$ cat src/rtl/hififo_pio_regs.sv
// PIO register bank: ID, STATUS(W1C), ENABLE, HOLDOFF, SCRATCH, COUNTER,
// 1-cycle read completion, and a holdoff-paced interrupt pulse generator.
// Ports: clock/reset (async, active-high); wr_valid/wr_data/address/rr_valid
// in from the RX decoder; irq_src levels; rc_done/rc_data to the TX path;
// interrupt_out pulse to the PCIe core; int_status debug view.
module hififo_pio_regs #(
  parameter int          NUM_IRQ   = 8,
  parameter logic [12:0] BASE_ADDR = 13'd0,
  parameter logic [63:0] ID_VALUE  = 64'd257
) (
  input  logic               clock,
  input  logic               reset,
  input  logic               wr_valid,
  input  logic [63:0]        wr_data,
  input  logic [12:0]        address,
  input  logic               rr_valid,
  input  logic [NUM_IRQ-1:0] irq_src,
  output logic               rc_done,
  output logic [63:0]        rc_data,
  output logic               interrupt_out,
  output logic [NUM_IRQ-1:0] int_status
);

  typedef enum logic {
    S_IDLE,
    S_HOLD
  } state_t;

  state_t state_q, state_d;

  logic [NUM_IRQ-1:0] status_q, status_d;
  logic [NUM_IRQ-1:0] enable_q, enable_d;
  logic [15:0]        hold_q, hold_d;
  logic [15:0]        cnt_q, cnt_d;
  logic [63:0]        scratch_q, scratch_d;
  logic [63:0]        counter_q, counter_d;
  logic [63:0]        rc_data_q, rc_data_d;
  logic               rc_done_q;
  logic               irq_q, irq_d;

  logic               hit;
  logic [2:0]         off;
  logic               wr_hit;
  logic [NUM_IRQ-1:0] w1c;
  logic               pending;
  logic [63:0]        rd_val;

  assign hit     = (address[12:3] == BASE_ADDR[12:3]);
  assign off     = address[2:0];
  assign wr_hit  = wr_valid & hit;
  assign pending = |(status_q & enable_q);

  assign w1c = (wr_hit && off == 3'd1) ? wr_data[NUM_IRQ-1:0]
                                       : '0;

  // Register writes; a fresh source level wins over W1C.
  always_comb begin
    status_d  = irq_src | (status_q & ~w1c);
    enable_d  = enable_q;
    hold_d    = hold_q;
    scratch_d = scratch_q;
    counter_d = counter_q + 64'd1;
    if (wr_hit) begin
      unique case (off)
        3'd2:    enable_d  = wr_data[NUM_IRQ-1:0];
        3'd3:    hold_d    = wr_data[15:0];
        3'd4:    scratch_d = wr_data;
        3'd5:    counter_d = wr_data;
        default: ;
      endcase
    end
  end

  // Read mux sees pre-update register values.
  always_comb begin
    rd_val = '0;
    if (hit) begin
      unique case (off)
        3'd0:    rd_val = ID_VALUE;
        3'd1:    rd_val = 64'(status_q);
        3'd2:    rd_val = 64'(enable_q);
        3'd3:    rd_val = 64'(hold_q);
        3'd4:    rd_val = scratch_q;
        3'd5:    rd_val = counter_q;
        default: rd_val = '0;
      endcase
    end
  end

  assign rc_data_d = rr_valid ? rd_val : rc_data_q;

  always_ff @(posedge clock or posedge reset) begin
    if (reset) begin
      status_q  <= '0;
      enable_q  <= '0;
      hold_q    <= '0;
      scratch_q <= '0;
      counter_q <= '0;
      rc_data_q <= '0;
      rc_done_q <= 1'b0;
    end else begin
      status_q  <= status_d;
      enable_q  <= enable_d;
      hold_q    <= hold_d;
      scratch_q <= scratch_d;
      counter_q <= counter_d;
      rc_data_q <= rc_data_d;
      rc_done_q <= rr_valid;
    end
  end

  // Interrupt FSM: state register
  always_ff @(posedge clock or posedge reset) begin
    if (reset) begin
      state_q <= S_IDLE;
      cnt_q   <= '0;
      irq_q   <= 1'b0;
    end else begin
      state_q <= state_d;
      cnt_q   <= cnt_d;
      irq_q   <= irq_d;
    end
  end

  // Interrupt FSM: next state
  always_comb begin
    state_d = state_q;
    cnt_d   = cnt_q;
    unique case (state_q)
      S_IDLE: begin
        if (pending) begin
          state_d = S_HOLD;
          cnt_d   = hold_q;
        end
      end
      S_HOLD: begin
        if (cnt_q == 16'd0) state_d = S_IDLE;
        else                cnt_d   = cnt_q - 16'd1;
      end
      default: state_d = S_IDLE;
    endcase
  end

  // Interrupt FSM: output (registered one-cycle pulse)
  always_comb begin
    irq_d = 1'b0;
    if (state_q == S_IDLE && pending) irq_d = 1'b1;
  end

  assign rc_done       = rc_done_q;
  assign rc_data       = rc_data_q;
  assign interrupt_out = irq_q;
  assign int_status    = status_q;

endmodule

$ cat config.mk
export PLATFORM = sky130hd
export DESIGN_NAME = hififo_pio_regs
export DESIGN_NICKNAME = d
export VERILOG_FILES = /design/src/rtl/hififo_pio_regs.sv
export SDC_FILE = /design/constraint.sdc
export NUM_CORES = 1
export LEC_CHECK = 0
export BUFFER_PORTS_ARGS = -buffer_cell sky130_fd_sc_hd__buf_2
export CAP_MARGIN = 15
export CORE_ASPECT_RATIO = 1.75
export CORE_UTILIZATION = 40
export DETAILED_ROUTE_END_ITERATION = 8
export SYNTH_ARGS = -nofsm -noshare
export SYNTH_HDL_FRONTEND = slang
export SYNTH_SLANG_ARGS = --single-unit
$ cat constraint.sdc
create_clock -name clock -period 9.9 [get_ports clock]
set_clock_uncertainty 0.1 [all_clocks]
set_input_delay 1.98 -clock clock [delete_from_list [all_inputs] [get_ports clock]]
set_output_delay 1.98 -clock clock [all_outputs]
set_load 0.02 [all_outputs]
==> results of run 1 <==
[cells in the mapped netlist, types with 4 or more instances]
cell type | number | area share, %
dfrtp_1 | 243 | 51
mux2_2 | 92 | 8.7
nor2_1 | 89 | 2.8
inv_1 | 81 | 2.6
o22ai_1 | 65 | 3.4
a21oi_1 | 63 | 2.7
mux2i_1 | 60 | 5.1
nand2_1 | 45 | 1.4
nand4_1 | 38 | 2.0
clkbuf_1 | 34 | 1.1
nand3_1 | 29 | 1.2
xor2_1 | 29 | 2.1
o21ai_0 | 22 | 0.93
a31oi_1 | 21 | 1.1
buf_2 | 19 | 0.80
or3_1 | 16 | 0.85
and3_1 | 15 | 0.79
nor4_1 | 15 | 0.79
xnor2_1 | 14 | 1.0
a22oi_1 | 10 | 0.63
nor3_1 | 10 | 0.42
a21o_1 | 8 | 0.51
or4_1 | 8 | 0.51
a221oi_1 | 7 | 0.52
o31ai_1 | 7 | 0.44
and2_1 | 6 | 0.32
buf_1 | 6 | 0.19
nor2b_1 | 5 | 0.26
o22a_1 | 5 | 0.37
mux2_1 | 4 | 0.38
nor3b_1 | 4 | 0.25
nor4_2 | 4 | 0.42
o311ai_0 | 4 | 0.30
[power by group]
group | switching, uW | total (uW) | internal (uW)
clock | 400 | 983 | 583
sequential | 48.7 | 1080 | 1030
combinational | 119 | 204 | 84.6
[area by class of cell]
cell class                 instances  area, sq um
fill                            2769        15300
tap                              382          478
multi-input combinational        735         5210
timing repair buffer             175          911
clock inverter                     9          129
inverter                          81          312
clock buffer                      33          716
sequential                       243         6080
[metrics by stage]
step | utilization (%) | cells | area (sq um) | setup slack [ns]
2_1_floorplan | - | 1119 | 11800 | 1.15
3_3_place_gp | 44.5 | 1616 | 13000 | 5.14
3_5_place_dp | 44.5 | 1616 | 13000 | 5.12
4_1_cts | 47.4 | 1658 | 13800 | 5.68
5_1_grt | 47.4 | 1658 | 13800 | 5.48
6_report | 47.4 | 1658 | 13800 | 5.66
[registers in the layout (all words and copies together) (netlist names)]
register / cells
cnt_q: 16
counter_q: 64
enable_q: 8
hold_q: 16
int_status: 8
interrupt_out: 1
rc_data: 64
rc_done: 1
scratch_q: 64
state_q: 1
[logic make-up after synthesis]
logic type	count (synthesis)
compound gates	226
xor+xnor	43
fa+ha+maj	2
buf+inv	141
flops	243
mux	156
simple gates	308
[worst max-delay path by stage]
stage	slack [ns]	from	endpoint	depth (start not counted)
after floorplan	1.15	reset	cnt_q[0]	1
after global placement	5.14	address[0]	rc_data[14]	6
after detailed placement	5.12	address[0]	counter_q[54]	6
after CTS	5.68	address[0]	counter_q[46]	6
after global routing	5.48	address[0]	counter_q[44]	6
final	5.66	address[0]	counter_q[46]	6
[placed cells by master (no fill, tap or decap), types with 5 or more instances in the layout]
| cell type | count |
|---|---|
| nand4_1 | 38 |
| nor3_1 | 10 |
| dfrtp_1 | 243 |
| nor4_1 | 15 |
| o22a_1 | 5 |
| o22ai_1 | 65 |
| buf_4 | 14 |
| nand3_1 | 29 |
| a22oi_1 | 10 |
| a21o_1 | 8 |
| or4_1 | 8 |
| nor2_1 | 89 |
| xor2_1 | 29 |
| and2_1 | 6 |
| xnor2_1 | 14 |
| a21oi_1 | 63 |
| and3_1 | 15 |
| clkbuf_16 | 25 |
| mux2_2 | 92 |
| a221oi_1 | 7 |
| o21ai_0 | 22 |
| a31oi_1 | 21 |
| nand2_1 | 45 |
| inv_1 | 80 |
| clkbuf_8 | 6 |
| mux2i_1 | 60 |
| o31ai_1 | 7 |
| nor2b_1 | 5 |
| buf_2 | 161 |
| or3_1 | 15 |
[metal layers]
| metal | global-route usage (%) | share of wire, % | up-vias | wire length [um] |
|---|---|---|---|---|
| li1 | - | - | 4341 | - |
| met3 | 2.35 | 3.7 | 51 | 1190 |
| met1 | 24.5 | 38 | 4602 | 12200 |
| met5 | 0 | 0 | - | 0 |
| met2 | 40.2 | 55 | 231 | 17700 |
| met4 | 8.47 | 3.3 | 0 | 1050 |
==> flow_metrics.tcl, run 1 <==
set metrics [dict create \
    synthCells 1119 \
    dr_total_vias 9225 \
    synthAdderAreaFrac_pct 0.211 \
    hold_buffers 0 \
    rsz0062_at_grt "no" \
    synthArstFlopShare_pct 100 \
    rrSetupSlack_ns 6.78 \
    overflow 0 \
    hold_end "scratch_q[3]" \
    cp_common_cell "buf_4" \
    synthesis.nets 1210 \
    synth_edf_count 0 \
    peakVddDrop_uv 124 \
    min-delay-start "scratch_q[3]" \
    yosys.area_share.xor_xnor_pct 3.18 \
    grt_pass1_wl_um 50900 \
    critPathMaxFanout 105 \
    synth_simple_gate_area_share_pct 14.4 \
    synthMuxAreaShare_pct 14.2 \
    rr_endpoint "cnt_q[2]" \
    holdWs_ns 0.386 \
    drc 0 \
    hold_path.class "reg2reg" \
    p_per_area_nw_per_um2 164 \
    fp.coreArea_sq_um 29200 \
    fin_crit_sh_pct 42.8 \
    clk_latency_ns 0.53 \
    cp_slowest_cell "or3_4" \
    nets 1351 \
    ys_ff_latch 243 \
    wl_um 32100 \
    drtIter0Drc 456 \
    arrival_ns 4.48 \
    worst-path-buf-inv 3 \
    firstDrtPassIters 5 \
    wl_per_cell_um 19.4 \
    grt_antenna_before_repair 0 \
    synth_top_family_by_area "simple AND/OR/NAND/NOR gates" \
    worst_pin_slew_ns 1.10 \
    via_per_inst 5.56 \
    synth_cell_types 56 \
    drive_above_1_share_pct 25.8 \
    hold_violations 0 \
    hold_depth 1 \
    synth_compound_area_share_pct 11.9 \
    syn_area_sq_um 11800 \
    finalSetupViolations 0 \
    worstSetupStartpointType "input pin" \
    finalPower_uw 2270 \
    die-width_um 132 \
    num_rows 83 \
    outcome "finished clean" \
    ys_seq_area_share_pct 51.4 \
    cp_data_required_time_ns 10.15 \
    synth-main-ff-cell "dfrtp_1" \
    place.detailed.hpwl_um 22200 \
    clock_tree.root_cell "clkbuf_16" \
    synth.avg_cell_area_sq_um 10.6 \
    portBuffers 162 \
    die_h_um 230 \
    grt_pass1_vias 9229 \
    cts_resized 0 \
    crit_type "in2reg" \
    relSlewSlack_pct 26.5 \
    syn2layout_area_growth_pct 16.8 \
    cts.path.max_buffers 3 \
    max_freq_ghz 0.236 \
    track_usage_pct 21.4 \
    dieArea_sq_um 30300 \
    antenna_cells 0 \
    cts_setup_buffers 0 \
    fin_crit_ns 4.24 \
    end_kind "register" \
    path_clk_slew_ns 0.07 \
    place_congestion 0.822 \
    yosys_warnings 0 \
    grt_max_degree 106 \
    setup_tns_ns 0 \
    cts_num_sinks 243 \
    critical_path.max_stage_delay_ns 0.83 \
    maxCapViolCount 0 \
    io_pins 163 \
    critPathTopFamily "buffers and inverters" \
    drv_slew 0 \
    leakage_uw 0.00641 \
    initial_core_util_pct 40.6 \
    r2r_cells 7 \
    cts_tree "built" \
    cts_max_level 1 \
    worstReg2RegStart "cnt_q[0]" \
    cts_buffers 24 \
    crit_chain "buf_4 -> buf_4 -> inv_1 -> or3_4 -> nor2_1 -> a31oi_1" \
    antenna_left 0 \
]
Note: power is estimated with default switching activity, not from simulation.
==> run 2: changes to the inputs <==
ABC_AREA = 1   (was default)
clock period = 4.1 ns   (was 9.9 ns; I/O delays follow)
==> run 2 against run 1 <==
Net effect:
- combinational power up 89%
- cell count up 36%
- synthesized cell count grew 52%
- sequential power up 130%
- first-iteration DRC count increased by 53%
- clock power increased by 130%
- global-route usage rose by 4.5 points
==> flow_metrics.tcl, run 2 <==
set metrics [dict create \
    outcome "finished clean" \
    synth_edf_count 0 \
    grt_pass1_wl_um 63100 \
    maxCapViolCount 0 \
    synthesis.nets 1787 \
    final_cell_mix "nand2_1 (500), dfrtp_1 (243), inv_1 (226)" \
    fin_area_sq_um 14700 \
    rsz0062_at_grt "no" \
    critPathMaxFanout 25 \
    cts_max_level 1 \
    synthArstFlopShare_pct 100 \
    leakage_uw 0.00795 \
    overflow 0 \
    via_per_inst 5.11 \
    worst_pin_slew_ns 0.998 \
    place.detailed.hpwl_um 31200 \
    finalSetupViolations 0 \
    ys_seq_area_share_pct 47.8 \
    drv_slew 0 \
    die-width_um 137 \
    peakVddDrop_uv 303 \
    holdWs_ns 0.320 \
    portBuffers 162 \
    fin_crit_ns 2.59 \
    hold_path.class "in2async" \
    setup_tns_ns 0 \
    end_kind "register" \
    placed_cell_area_sq_um 13800 \
    arrival_ns 2.91 \
    synth_common_cells "nand2_1 (500), dfrtp_1 (243), inv_1 (227), nor2_1 (191), o21ai_0 (185)" \
    relSlewSlack_pct 33.0 \
    nets 1928 \
    synth.avg_cell_area_sq_um 7.50 \
    hold_violations 0 \
    final_common_cell "nand2_1" \
    comb_power_share_pct 7.4 \
    die_h_um 238 \
    grt_pass1_vias 11446 \
    cts_num_sinks 243 \
    synth-main-ff-cell "dfrtp_1" \
    synth_area_leaders "dfrtp_1 (48%), nand2_1 (15%), o21ai_0 (7.3%), inv_1 (6.7%), nor2_1 (5.6%)" \
    worstSetupStartpointType "register" \
    fp.coreArea_sq_um 31400 \
    dr_total_vias 11503 \
    power.internal_uw 3910 \
    initial_core_util_pct 40.5 \
    cts_setup_buffers 0 \
    drive_above_1_share_pct 13.4 \
    dieArea_sq_um 32500 \
    cts.path.max_buffers 3 \
    track_usage_pct 25.9 \
    switching_share_pct 24.6 \
    antenna_left 0 \
    crit_type "reg2reg" \
    wl_um 41200 \
    yosysMostFrequentCell "nand2_1" \
    p_per_area_nw_per_um2 353 \
    rrSetupSlack_ns 1.51 \
    fin_crit_sh_pct 63.3 \
    wl_per_cell_um 18.3 \
    grt_max_degree 125 \
    cts_tree "built" \
    seqPwrFrac_pct 48.0 \
    num_rows 86 \
    drtIter0Drc 698 \
    r2r_cells 12 \
    hold_buffers 0 \
    syn2layout_area_growth_pct 15.3 \
    p_switching_uw 1280 \
    io_pins 163 \
    cts_resized 0 \
    cts_buffers 24 \
    path_clk_slew_ns 0.07 \
    yosys_warnings 0 \
    clock_tree.root_cell "clkbuf_16" \
    synthCells 1696 \
    fin_ws_ns 1.51 \
    max_freq_ghz 0.386 \
    drc 0 \
    clk_latency_ns 0.53 \
    synth_top_cell_area_share_pct 47.8 \
    ys_ff_latch 243 \
    grt_antenna_before_repair 0 \
    syn_area_sq_um 12700 \
    fillers 3244 \
    place_congestion 0.938 \
    cp_data_required_time_ns 4.42 \
    antenna_cells 0 \
    dp_slack_ns 1.02 \
    firstDrtPassIters 5 \
    synth_area_leader_cell "dfrtp_1" \
    synth_cell_types 42 \
    power_frac_clock_pct 44.6 \
]
## run 2: cell types whose count changed after synthesis, sizes merged, moves of 60 or more
cell | previous run | this run
nand2 | 45 | 508
o21ai | 22 | 207
inv | 81 | 232
nor2 | 89 | 201
mux2 | 96 | 0
mux2i | 60 | 0
## run 2: per-layer routing
metal  GRT usage (%)  routed length (um)  vias up  part of all wire [%]
li1                -                   -     5672                     -
met1            26.9               15000     5414                    36
met2            49.1               22300      306                    54
met3            2.32                1320      111                   3.2
met4            15.8                2590        0                   6.3
met5               0                   0        -                     0
## run 2: worst max-delay path, stage by stage, from the launching register on
cell      delay (ns)
dfrtp_1         0.35
inv_1           0.07
ha_1            0.22
nand3_1         0.17
inv_1           0.12
nand2_1         0.11
nor2_1          0.07
nand3_1         0.13
nand2_1         0.11
nand2_2         0.40
clkinv_1        0.40
nand2_1         0.14
nand2_1         0.06
## run 2: final timing paths
check	endpoint	start
max in group asynchronous	counter_q[60]	reset
setup / recovery	cnt_q[15]	cnt_q[0]
hold reg to reg	rc_data[1]	rc_data[1]
hold / removal	counter_q[22]	reset
min in group clock	rc_done	rr_valid
setup reg to reg	cnt_q[15]	cnt_q[0]
## run 2: stage by stage
stage	std cells	power, uW	util (%)
finish	2249	5180	46.7
global route	2249	5360	46.7
CTS	2248	5240	46.6
detailed placement	2206	2920	44.0
global placement	2206	2910	44.0
floorplan	1696	2750	-
## run 2: cells by family (layout without fill, tap and decap cells)
kind of cell / after synthesis / in the layout / share of synthesized area (%)
simple gates: 818 / 818 / 26.5
buf+inv: 293 / 450 / 9.41
xor+xnor: 19 / 19 / 1.31
fa+ha+maj: 2 / 2 / 0.197
flops: 243 / 243 / 47.8
compound gates: 321 / 321 / 14.8
## run 2: final cells by class
type,count,area (sq um),share of cell area (%)
Multi-Input combinational cell,1160,5450,37.1
Clock buffer,36,737,5.02
Clock inverter,6,82.6,0.563
Sequential cell,243,6080,41.5
Timing Repair Buffer,175,946,6.45
Inverter,233,878,5.99
Tap cell,396,495,3.38
## run 2: power groups by stage
stage	Combinational [uW]	Sequential [uW]	Clock, uW
after floorplan	233	2510	0
after CTS	388	2480	2360
after global placement	382	2530	0
after global routing	426	2490	2450
after detailed placement	386	2530	0
final	385	2490	2310
==> run 3: changes to the inputs <==
clock period = 2.1 ns   (was 4.1 ns; I/O delays follow)
==> run 3 against run 2 <==
Net effect:
- register-to-register slack got worse by 1.4 ns
- non-clock buffer count increased by 87
- largest cell class unchanged
- die area unchanged
- clock power increased by 110%
- worst setup slack got worse by 1.4 ns
- clock-buffer cell count decreased by 3
- sequential share of layout area decreased by 2.4 points
- combinational power increased by 120%
- global-route usage increased by 0.70 points
==> flow_metrics.tcl, run 3 (synthesis results as in run 2) <==
set metrics [dict create \
    seqPwrFrac_pct 46.2 \
    cts_buffers 24 \
    initial_core_util_pct 40.5 \
    grt_max_degree 79 \
    power_frac_clock_pct 45.7 \
    drtIter0Drc 691 \
    hold_path.class "in2reg" \
    die-width_um 137 \
    min-delay-start "wr_data[26]" \
    via_per_inst 5.13 \
    worstSetupStartpointType "register" \
    rrSetupSlack_ns 0.11 \
    p_switching_uw 2570 \
    holdWs_ns 0.0293 \
    p_per_area_nw_per_um2 671 \
    path_clk_slew_ns 0.07 \
    max_freq_ghz 0.503 \
    fin_crit_sh_pct 94.6 \
    grt_pass1_wl_um 65500 \
    end_kind "register" \
    final_common_cell "nand2_1" \
    peakVddDrop_uv 707 \
    maxCapViolCount 0 \
    portBuffers 162 \
    drc 0 \
    wl_per_cell_um 18.1 \
    io_pins 163 \
    firstDrtPassIters 5 \
    cts.path.max_buffers 3 \
    final_cell_mix "nand2_1 (496), dfrtp_1 (243), inv_1 (226)" \
    arrival_ns 2.33 \
    fp.coreArea_sq_um 31400 \
    cts_tree "built" \
    worstReg2RegStart "counter_q[15]" \
    place_congestion 0.956 \
    fin_crit_ns 1.99 \
    num_rows 86 \
    finalSetupViolations 0 \
    dr_total_vias 11995 \
    critPathLaunch "counter_q[15]" \
    hold_violations 0 \
    leakage_uw 0.00846 \
    relSlewSlack_pct 66.7 \
    finalPower_uw 10500 \
    r2r_cells 9 \
    cts_num_sinks 243 \
    antenna_left 0 \
    drv_slew 0 \
    place.detailed.hpwl_um 32600 \
    die_h_um 238 \
    overflow 0 \
    clock_tree.root_cell "clkbuf_16" \
    outcome "finished clean" \
    cp_slowest_cell "dfrtp_1" \
    antenna_cells 0 \
    critPathMaxFanout 3 \
    drive_above_1_share_pct 17.1 \
    crit_chain "nand2_1 -> nor2_1 -> nand2_1 -> nor2_1 -> nand2_1 -> o21ai_1 -> nand3_1 -> nand2_1 -> inv_1" \
    clk_latency_ns 0.54 \
    power.internal_uw 7890 \
    syn2layout_area_growth_pct 22.6 \
    wl_um 42300 \
    grt_pass1_vias 11915 \
    comb_power_share_pct 8.1 \
    rr_endpoint "counter_q[63]" \
    grt_antenna_before_repair 0 \
    cp_data_required_time_ns 2.44 \
    nets 2015 \
    cts_max_level 1 \
    crit_type "reg2reg" \
    worst_pin_slew_ns 0.495 \
    switching_share_pct 24.6 \
    track_usage_pct 26.6 \
    hold_depth 3 \
    cp_common_cell "nand2_1" \
    dieArea_sq_um 32500 \
    hold_end "counter_q[26]" \
    critical_path.max_stage_delay_ns 0.40 \
]
-- run 3: changes by cell type in the layout (fill, tap and decap cells not counted), sizes merged --
cell         change
clkbuf           -3
bufinv           +2
dlygate4sd3     +10
buf             +77
inv              +2
-- run 3: how the worst max path moves through the flow --
| stage | slack, ns | to |
|---|---|---|
| final | 0.11 | counter_q[63] |
| after global routing | -0.0004 | counter_q[48] |
| after CTS | 0.05 | counter_q[46] |
| after detailed placement | -0.03 | int_status[5] |
| after global placement | 0.04 | int_status[4] |
| after floorplan | -1.61 | cnt_q[0] |
-- run 3: per-stage QoR --
stage	setup TNS, ns	setup slack [ns]	util [%]	cells	instance area [sq um]
after floorplan	-391.18	-1.61	-	1696	12700
after global placement	0	0.0422	46.4	2283	14600
after CTS	0	0.0512	49.5	2336	15600
after global routing	-0.000412	-0.000412	49.6	2337	15600
after detailed placement	-0.0429	-0.0266	46.4	2283	14600
final	0	0.113	49.6	2337	15600
-- run 3: cell type report --
| cell class | count | area [sq um] |
|---|---|---|
| clock inverter | 10 | 164 |
| sequential | 243 | 6080 |
| timing repair buffer | 262 | 1800 |
| fill | 3241 | 15800 |
| clock buffer | 33 | 706 |
| multi-input combinational | 1160 | 5460 |
| inverter | 233 | 878 |
| tap | 396 | 495 |
-- run 3: per-layer routing --
metal  track usage [%]  up-vias  share of wire, %
met2              51.6      300                56
met3              2.46      101               3.2
met1              27.9     5740                36
li1                  -     5854                 -
met5                 0        -                 0
met4              13.0        0               4.8
-- run 3: what timing repair did --
action                                  4_1_cts  5_1_grt
hold buffers                                 10        0
hold endpoints to repair                     13        0
endpoints found under the setup margin        0       25
setup buffers                                 0        1
gates resized for setup                       0        6
-- run 3: worst max-delay path: cells and delay by family (launching register included) --
family | cells | cell delay [ns]
and+or+nand+nor | 7 | 1.18
DFF | 1 | 0.40
AOI/OAI and AO/OA | 1 | 0.18
buffers and inverters | 1 | 0.04
-- run 3: power groups by stage --
stage	combinational, uW	sequential (uW)	clock (uW)
floorplan	454	4910	0
global placement	827	4920	0
detailed placement	832	4920	0
CTS	851	4830	4870
global route	935	4850	5050
finish	845	4840	4780
